===== config.mk =====
export PLATFORM = sky130hd
export DESIGN_NAME = switch_bounce_gen_flat
export DESIGN_NICKNAME = d
export VERILOG_FILES = /design/src/rtl/switch_bounce_gen_if.sv /design/src/rtl/switch_bounce_gen.sv /design/src/flat_wrapper.sv
export SDC_FILE = /design/constraint.sdc
export NUM_CORES = 1
export LEC_CHECK = 0
export CAP_MARGIN = 20
export CORE_MARGIN = 2
export CORE_UTILIZATION = 60
export CTS_CLUSTER_DIAMETER = 120
export DETAILED_ROUTE_END_ITERATION = 7
export PLACE_DENSITY = 0.86
export SETUP_SLACK_MARGIN = 0.15
export SKIP_LAST_GASP = 1
export SYNTH_ARGS = -nofsm -noshare
export SYNTH_HDL_FRONTEND = slang
export SYNTH_SLANG_ARGS = --single-unit

===== constraint.sdc =====
create_clock -name clk -period 2.55 [get_ports clk]
set_clock_uncertainty 0.15 [all_clocks]
set_input_delay 0.51 -clock clk [delete_from_list [all_inputs] [get_ports clk]]
set_output_delay 0.51 -clock clk [all_outputs]
set_load 0.05 [all_outputs]

===== src/rtl/switch_bounce_gen_if.sv =====
// Level/bounce handshake bundle between a clean-level source and the bounce emulator.
interface switch_bounce_gen_if;
  logic clean;
  logic bounce_en;
  logic bouncy;
  logic busy;

  modport master (output clean, output bounce_en, input bouncy, input busy);
  modport slave  (input clean, input bounce_en, output bouncy, output busy);
endinterface


===== src/rtl/switch_bounce_gen.sv =====
// Switch-contact bounce emulator: re-emits a clean level with a burst of
// LFSR-timed glitch toggles before settling on the new level.
module switch_bounce_gen #(
  parameter int unsigned BounceCount = 2,
  parameter int unsigned SegBits     = 10,
  parameter logic [15:0] LfsrSeed    = 16'hACE1,
  parameter logic        ResetLevel  = 1'b0
) (
  input  logic                clk,
  input  logic                rst_n,
  switch_bounce_gen_if.slave  bus
);

  localparam int unsigned Toggles = 2 * BounceCount;
  localparam int unsigned CntW    = (Toggles > 1) ? $clog2(Toggles + 1) : 1;
  localparam int unsigned TimerW  = SegBits + 1;
  localparam logic [CntW-1:0] TogglesInit = CntW'(Toggles);
  localparam bit NoBounce = (BounceCount == 0);

  typedef enum logic {StIdle, StBounce} state_e;

  state_e              state_q, state_d;
  logic                bouncy_q, bouncy_d;
  logic                target_q, target_d;
  logic                busy_q, busy_d;
  logic [15:0]         lfsr_q, lfsr_d;
  logic [CntW-1:0]     toggles_q, toggles_d;
  logic [TimerW-1:0]   timer_q, timer_d;

  logic                lfsr_fb;
  logic [15:0]         lfsr_next;
  logic [TimerW-1:0]   seg_len;

  // x^16 + x^14 + x^13 + x^11 + 1, shifted left with feedback into bit 0
  assign lfsr_fb   = lfsr_q[15] ^ lfsr_q[13] ^ lfsr_q[12] ^ lfsr_q[10];
  assign lfsr_next = {lfsr_q[14:0], lfsr_fb};
  assign seg_len   = TimerW'(lfsr_q[SegBits-1:0]) + TimerW'(1);

  always_comb begin
    state_d   = state_q;
    bouncy_d  = bouncy_q;
    target_d  = target_q;
    busy_d    = busy_q;
    lfsr_d    = lfsr_q;
    toggles_d = toggles_q;
    timer_d   = timer_q;

    if (bus.clean != target_q) begin
      // A new level always wins, including over a coincident timer expiry
      bouncy_d = bus.clean;
      target_d = bus.clean;
      if (!bus.bounce_en || NoBounce) begin
        state_d = StIdle;
        busy_d  = 1'b0;
      end else begin
        state_d   = StBounce;
        busy_d    = 1'b1;
        toggles_d = TogglesInit;
        timer_d   = seg_len;
        lfsr_d    = lfsr_next;
      end
    end else if (state_q == StBounce) begin
      if (!bus.bounce_en) begin
        bouncy_d = target_q;
        state_d  = StIdle;
        busy_d   = 1'b0;
      end else if (timer_q == TimerW'(1)) begin
        bouncy_d  = ~bouncy_q;
        toggles_d = toggles_q - CntW'(1);
        if (toggles_q == CntW'(1)) begin
          state_d = StIdle;
          busy_d  = 1'b0;
        end else begin
          timer_d = seg_len;
          lfsr_d  = lfsr_next;
        end
      end else begin
        timer_d = timer_q - TimerW'(1);
      end
    end
  end

  always_ff @(posedge clk) begin
    if (!rst_n) begin
      state_q   <= StIdle;
      bouncy_q  <= ResetLevel;
      target_q  <= ResetLevel;
      busy_q    <= 1'b0;
      lfsr_q    <= LfsrSeed;
      toggles_q <= '0;
      timer_q   <= '0;
    end else begin
      state_q   <= state_d;
      bouncy_q  <= bouncy_d;
      target_q  <= target_d;
      busy_q    <= busy_d;
      lfsr_q    <= lfsr_d;
      toggles_q <= toggles_d;
      timer_q   <= timer_d;
    end
  end

  assign bus.bouncy = bouncy_q;
  assign bus.busy   = busy_q;

endmodule

===== src/flat_wrapper.sv =====
// flat-port wrapper written by rule: the top's interface ports become plain ports
module switch_bounce_gen_flat 
#(
  parameter int unsigned BounceCount = 2,
  parameter int unsigned SegBits     = 10,
  parameter logic [15:0] LfsrSeed    = 16'hACE1,
  parameter logic        ResetLevel  = 1'b0
)
  (clk, rst_n, bus_clean, bus_bounce_en, bus_bouncy, bus_busy);
  switch_bounce_gen_if bus_i ();
  input  logic clk;
  input  logic rst_n;
  input wire logic [$bits(bus_i.clean)-1:0] bus_clean;
  input wire logic [$bits(bus_i.bounce_en)-1:0] bus_bounce_en;
  output wire logic [$bits(bus_i.bouncy)-1:0] bus_bouncy;
  output wire logic [$bits(bus_i.busy)-1:0] bus_busy;
  assign bus_i.clean = bus_clean;
  assign bus_i.bounce_en = bus_bounce_en;
  assign bus_bouncy = bus_i.bouncy;
  assign bus_busy = bus_i.busy;
  switch_bounce_gen #(.BounceCount(BounceCount), .SegBits(SegBits), .LfsrSeed(LfsrSeed), .ResetLevel(ResetLevel)) u_core (.clk(clk), .rst_n(rst_n), .bus(bus_i));
endmodule

# Yosys cells after proc, flatten, opt, wreduce, memory -nomap -nowiden
# Cells that the tools add are included.
# totals
inputBits,4
ff_bits,34
# op_classes
bitwise,4
n_reduce_logical,7
add_sub_neg,3
eq_ne,9
muxes,32
# op_table
op,n
$mux 16,6
$mux 11,6
$mux 1,15
$mux 3,5
$add 10x1->11 const B,1
$eq 11x1->1 const B,1
$sub 11x1->11 const B,1
$reduce_and 4->1,2
$ne 3x1->1 const B,2
$reduce_and 5->1,1
$ne 2x2->1 const B,2
$reduce_bool 2->1,2
$eq 3x1->1 const B,1
$ne 3x2->1 const B,1
$reduce_and 3->1,1
$sub 3x1->3 const B,1
$xor 1x1->1,3
$ne 2x1->1 const B,1
$reduce_and 2->1,1
$ne 1x1->1,1
$not 1->1,1

# Depth between registers and ports, before layout
# depth
depth_word,8
ltp_mapped,9

# Least setup slack after synthesis
# Ideal clock, no wire load.
# synth_timing
path_type,register to register
from,register u_core.timer_q[2]
to,register u_core.timer_q[7]
required_ns,2.283
setup_time_ns,0.117
t_arrival_ns,1.697
path_slack_ns,0.586
stages_incl_launch_ff,6
synth_period_minus_slack_ns,1.964
cell_sequence,dfxtp_1 or4_4 o31ai_4 or4_1 o21ai_1 a32o_1
# synth_via
elab_chain_len,5
word_cells_on_any_way,8
cone_classes,add/sub: 1; eq/ne: 2; mux: 4; reduce/logical: 1
# synth_rtl
item,line_no,source
from (decl),switch_bounce_gen.sv:28,"logic [TimerW-1:0] timer_q, timer_d;"
from (signal assigned),switch_bounce_gen.sv:99,timer_q <= timer_d;
$sub 11x1->11 / $eq 11x1->1 (equally long branches),"switch_bounce_gen.sv:78, switch_bounce_gen.sv:67",
$mux 11,switch_bounce_gen.sv:67,end else if (timer_q == TimerW'(1)) begin
$mux 11,switch_bounce_gen.sv:63,if (!bus.bounce_en) begin
$mux 11,switch_bounce_gen.sv:62,end else if (state_q == StBounce) begin
$mux 11,switch_bounce_gen.sv:48,if (bus.clean != target_q) begin
# Parallel ways exist; a longest one is shown, timed or not. The select of a mux whose other input is x is not followed.
# A chain may end at the register's enable or synchronous reset.

# Final worst setup path
# layout_timing
from,register u_core.timer_q[6]
to,register u_core.timer_q[7]
# The elaborated chain is that of the path after synthesis.

==> flow_metrics.py <==
metrics = {
    "run_status": {
        "status": "finished clean",
    },
    "sta": {
        "min_period_ns": 2.215,
        "setup_slack_ns": 0.3350,
        "final_hold_viol_count": 0,
        "rsz0062_at_grt": "false",
        "setup_viol": 0,
        "fmax_ghz": 0.4515,
        "min_period_over_period_pct": 86.86,
        "maxSlewViolCount": 0,
        "slew_headroom_pct": 59.19,
        "fin_tns_setup_ns": 0,
        "tightestPinTransition_ns": 0.6066,
    },
    "floorplanning": {
        "die_w_um": 60.36,
        "start_util_pct": 62.93,
        "core-area_um2": 3028,
        "dieArea_um2": 3643,
        "die_y_um": 60.36,
        "io_pins": 6,
        "row_count": 20,
    },
    "power": {
        "power_mw": 1.323,
        "power_leakage_nw": 0.7674,
        "irDropWorstVdd_v": 0.0005221,
        "powerDensity_nw_per_um2": 628.4,
    },
    "worst_setup_path": {
        "crit_arrival_ns": 2.31,
        "critical_path_class": "reg -> reg",
        "crit_chain": "nor4_1 -> a41o_1 -> nand2_1 -> nand2_1 -> clkinv_1 -> a32o_1",
        "critical-path-top-delay-family": "simple AND/OR/NAND/NOR gates",
        "required_ns": 2.64,
        "worst_path_max_delay_cell": "nor4_1",
        "slowest_delay_ns": 0.59,
        "critPathBufInv": 1,
        "critPathMostFrequentCell": "nand2_1",
        "startpoint_type": "flip-flop",
        "worst-path-max-fanout": 8,
        "end_kind": "flip-flop",
    },
    "logic_synthesis": {
        "syn-cell-area_um2": 1906,
        "yosysTopAreaCell": "dfxtp_1",
        "synthAdderAreaFrac_pct": 3.283,
        "synth_area_leaders": "dfxtp_1 (36%), nand2_1 (9.7%), xnor2_1 (4.1%)",
        "synthXorXnorAreaFrac_pct": 5.975,
        "ys_ff_latch": 34,
        "async_flop_share_pct": 0,
        "muxShareOfSynthArea_pct": 0,
        "synthFlopType": "dfxtp_1",
        "synth_cell_types": 47,
        "syn_nets": 246,
        "synth_edf_count": 0,
        "synth_top_area_share_pct": 35.72,
        "synth_top_family_by_area": "simple AND/OR/NAND/NOR gates",
        "synth_area_per_cell_um2": 8.040,
        "synth-compound-area-share_pct": 24.10,
        "synthSimpleGateAreaFrac_pct": 26.00,
        "seq_area_frac_synth_pct": 35.72,
        "netlist_instances": 237,
        "yosysWarnings": 0,
    },
    "global_routing": {
        "grt_pass1_wl_mm": 7.079,
        "grt_pass1_vias": 1548,
        "grt_max_degree": 22,
        "gr-total-overflow": 0,
        "antenna_found_initial": 0,
        "track_usage_pct": 26.11,
    },
    "finish": {
        "antennaDiodeCount": 0,
        "final_layout_size_suffix_gt1_share_pct": 9.639,
        "final_cell_count_no_fill": 293,
        "num-nets-final": 257,
        "nFillCells": 265,
        "area_growth_pct": 10.51,
    },
    "placement": {
        "hpwl_mm": 2.972,
        "gp_congestion": 0.8558,
        "port_buffers": 5,
        "pre_cts_slack_ns": 0.1224,
        "dp_cells": 285,
    },
    "cts": {
        "root_buffer": "clkbuf_4",
        "cts_buffer_depth": 2,
        "clk_pin_slew_worst_paths_ns": 0.11,
        "cts_tree": "built",
        "post_cts_buffers": 0,
        "numCtsBuffers": 5,
        "cts-hold-fix-buffers": 0,
        "h-tree-depth": 2,
        "clk_latency_ns": 0.35,
        "clkSinkCount": 34,
        "cts_resized": 0,
    },
    "detailed_routing": {
        "drc": 0,
        "first_iter_violations": 95,
        "routed_via_density": 5.973,
        "wl_per_cell_um": 14.20,
        "antenna_left": 0,
        "firstDrtPassIters": 4,
        "vias": 1750,
        "routed_wl_mm": 4.161,
    },
    "worst_hold_path": {
        "hold_path.class": "reg -> reg",
    },
    "job": {
        "max-cap-violations": 0,
    },
}
[cell usage after synthesis, drive strengths merged (2+ instances only)]
library cell	n
nand2b	3
buf	5
o21ai	15
nor3	9
o22ai	3
o32ai	3
dfxtp	34
o211ai	4
nor4	2
a2111oi	2
nand4	4
a32o	6
nand2	49
nor2	8
ha	5
o2bb2ai	2
xnor2	9
a21boi	3
inv	9
or4	3
nand3	15
xor2	4
a21oi	14
nor2b	2
clkbuf	5
a211oi	2
a31oi	2
o21a	2
[worst register-to-register path, stage by stage, from the launching register on]
cell and delay (ns):
dfxtp_1 0.39, nor4_1 0.59, a41o_1 0.26, nand2_1 0.07, nand2_1 0.14, clkinv_1 0.24, a32o_1 0.28
[report_power, final]
part / total, mW / switching, mW / internal (mW)
sequential: 0.631 / 0.0560 / 0.575
combinational: 0.392 / 0.222 / 0.169
clock: 0.300 / 0.193 / 0.107
[through the flow]
stage / instance area, um2 / utilization [%] / hold WS [ns]
finish: 2106 / 69.55 / 0.2995
global route: 2106 / 69.55 / 0.3191
CTS: 2106 / 69.55 / 0.3018
detailed placement: 2047 / 67.60 / 0.2963
global placement: 2047 / 67.60 / 0.2920
floorplan: 1906 / - / 0.2821
[cell usage in the layout (no fill, tap or decap), types with 2 or more instances in the layout]
cell,instances
a2111oi_0,2
a211oi_1,2
a21boi_1,2
a21oi_1,14
a31oi_1,2
a32o_1,6
buf_12,2
buf_4,7
clkbuf_4,5
clkdlybuf4s50_1,5
dfxtp_1,34
ha_1,5
inv_1,9
nand2_1,49
nand2b_1,3
nand3_1,15
nand4_1,4
nor2_1,8
nor2b_1,2
nor3_1,8
o211ai_1,4
o21a_1,2
o21ai_0,7
o21ai_1,8
o22ai_1,3
o2bb2ai_1,2
o32ai_1,3
or4_4,2
xnor2_1,9
xor2_1,4
[cells by family (layout without fill, tap and decap cells)]
family                   Yosys count  in the layout
buffers and inverters             20             32
flip-flops                        34             34
AO/OA/AOI/OAI                     64             64
adder cells (fa/ha/maj)            5              5
XOR/XNOR                          13             13
AND/OR/NAND/NOR                  101            101
[flip-flops by register name (all words and copies together), names as in the netlist]
signal,flops
u_core.lfsr_q,16
u_core.timer_q,11
u_core.toggles_q,3
u_core.bus.bouncy,1
u_core.bus.busy,1
u_core.state_q,1
u_core.target_q,1
[path summary, 6_finish.rpt]
check / cells after the start / slack (ns) / start / end
setup / recovery: 6 / 0.34 / u_core.timer_q[6]$_SDFFE_PN0P_ / u_core.timer_q[7]$_SDFFE_PN0P_
hold / removal: 2 / 0.30 / u_core.lfsr_q[11]$_SDFFE_PN1P_ / u_core.lfsr_q[12]$_SDFFE_PN0P_
setup reg to reg: 6 / 0.34 / u_core.timer_q[6]$_SDFFE_PN0P_ / u_core.timer_q[7]$_SDFFE_PN0P_
hold reg to reg: 2 / 0.30 / u_core.lfsr_q[11]$_SDFFE_PN1P_ / u_core.lfsr_q[12]$_SDFFE_PN0P_
[layer usage]
metal	global-route usage (%)	part of all wire [%]
met1	34.75	46
met2	42.08	46
met3	4.478	6.1
met4	10.79	1.7
met5	0	0
[final cells by class]
cell class	instances	area, um2	area share [%]
Inverter	10	37.54	1.783
Timing Repair Buffer	14	142.6	6.774
Multi-Input combinational cell	183	1131	53.71
Tap cell	44	55.05	2.614
Sequential cell	34	680.7	32.32
Clock buffer	5	37.54	1.783
Clock inverter	3	21.27	1.010
Note: power is estimated with default switching activity, not from simulation.
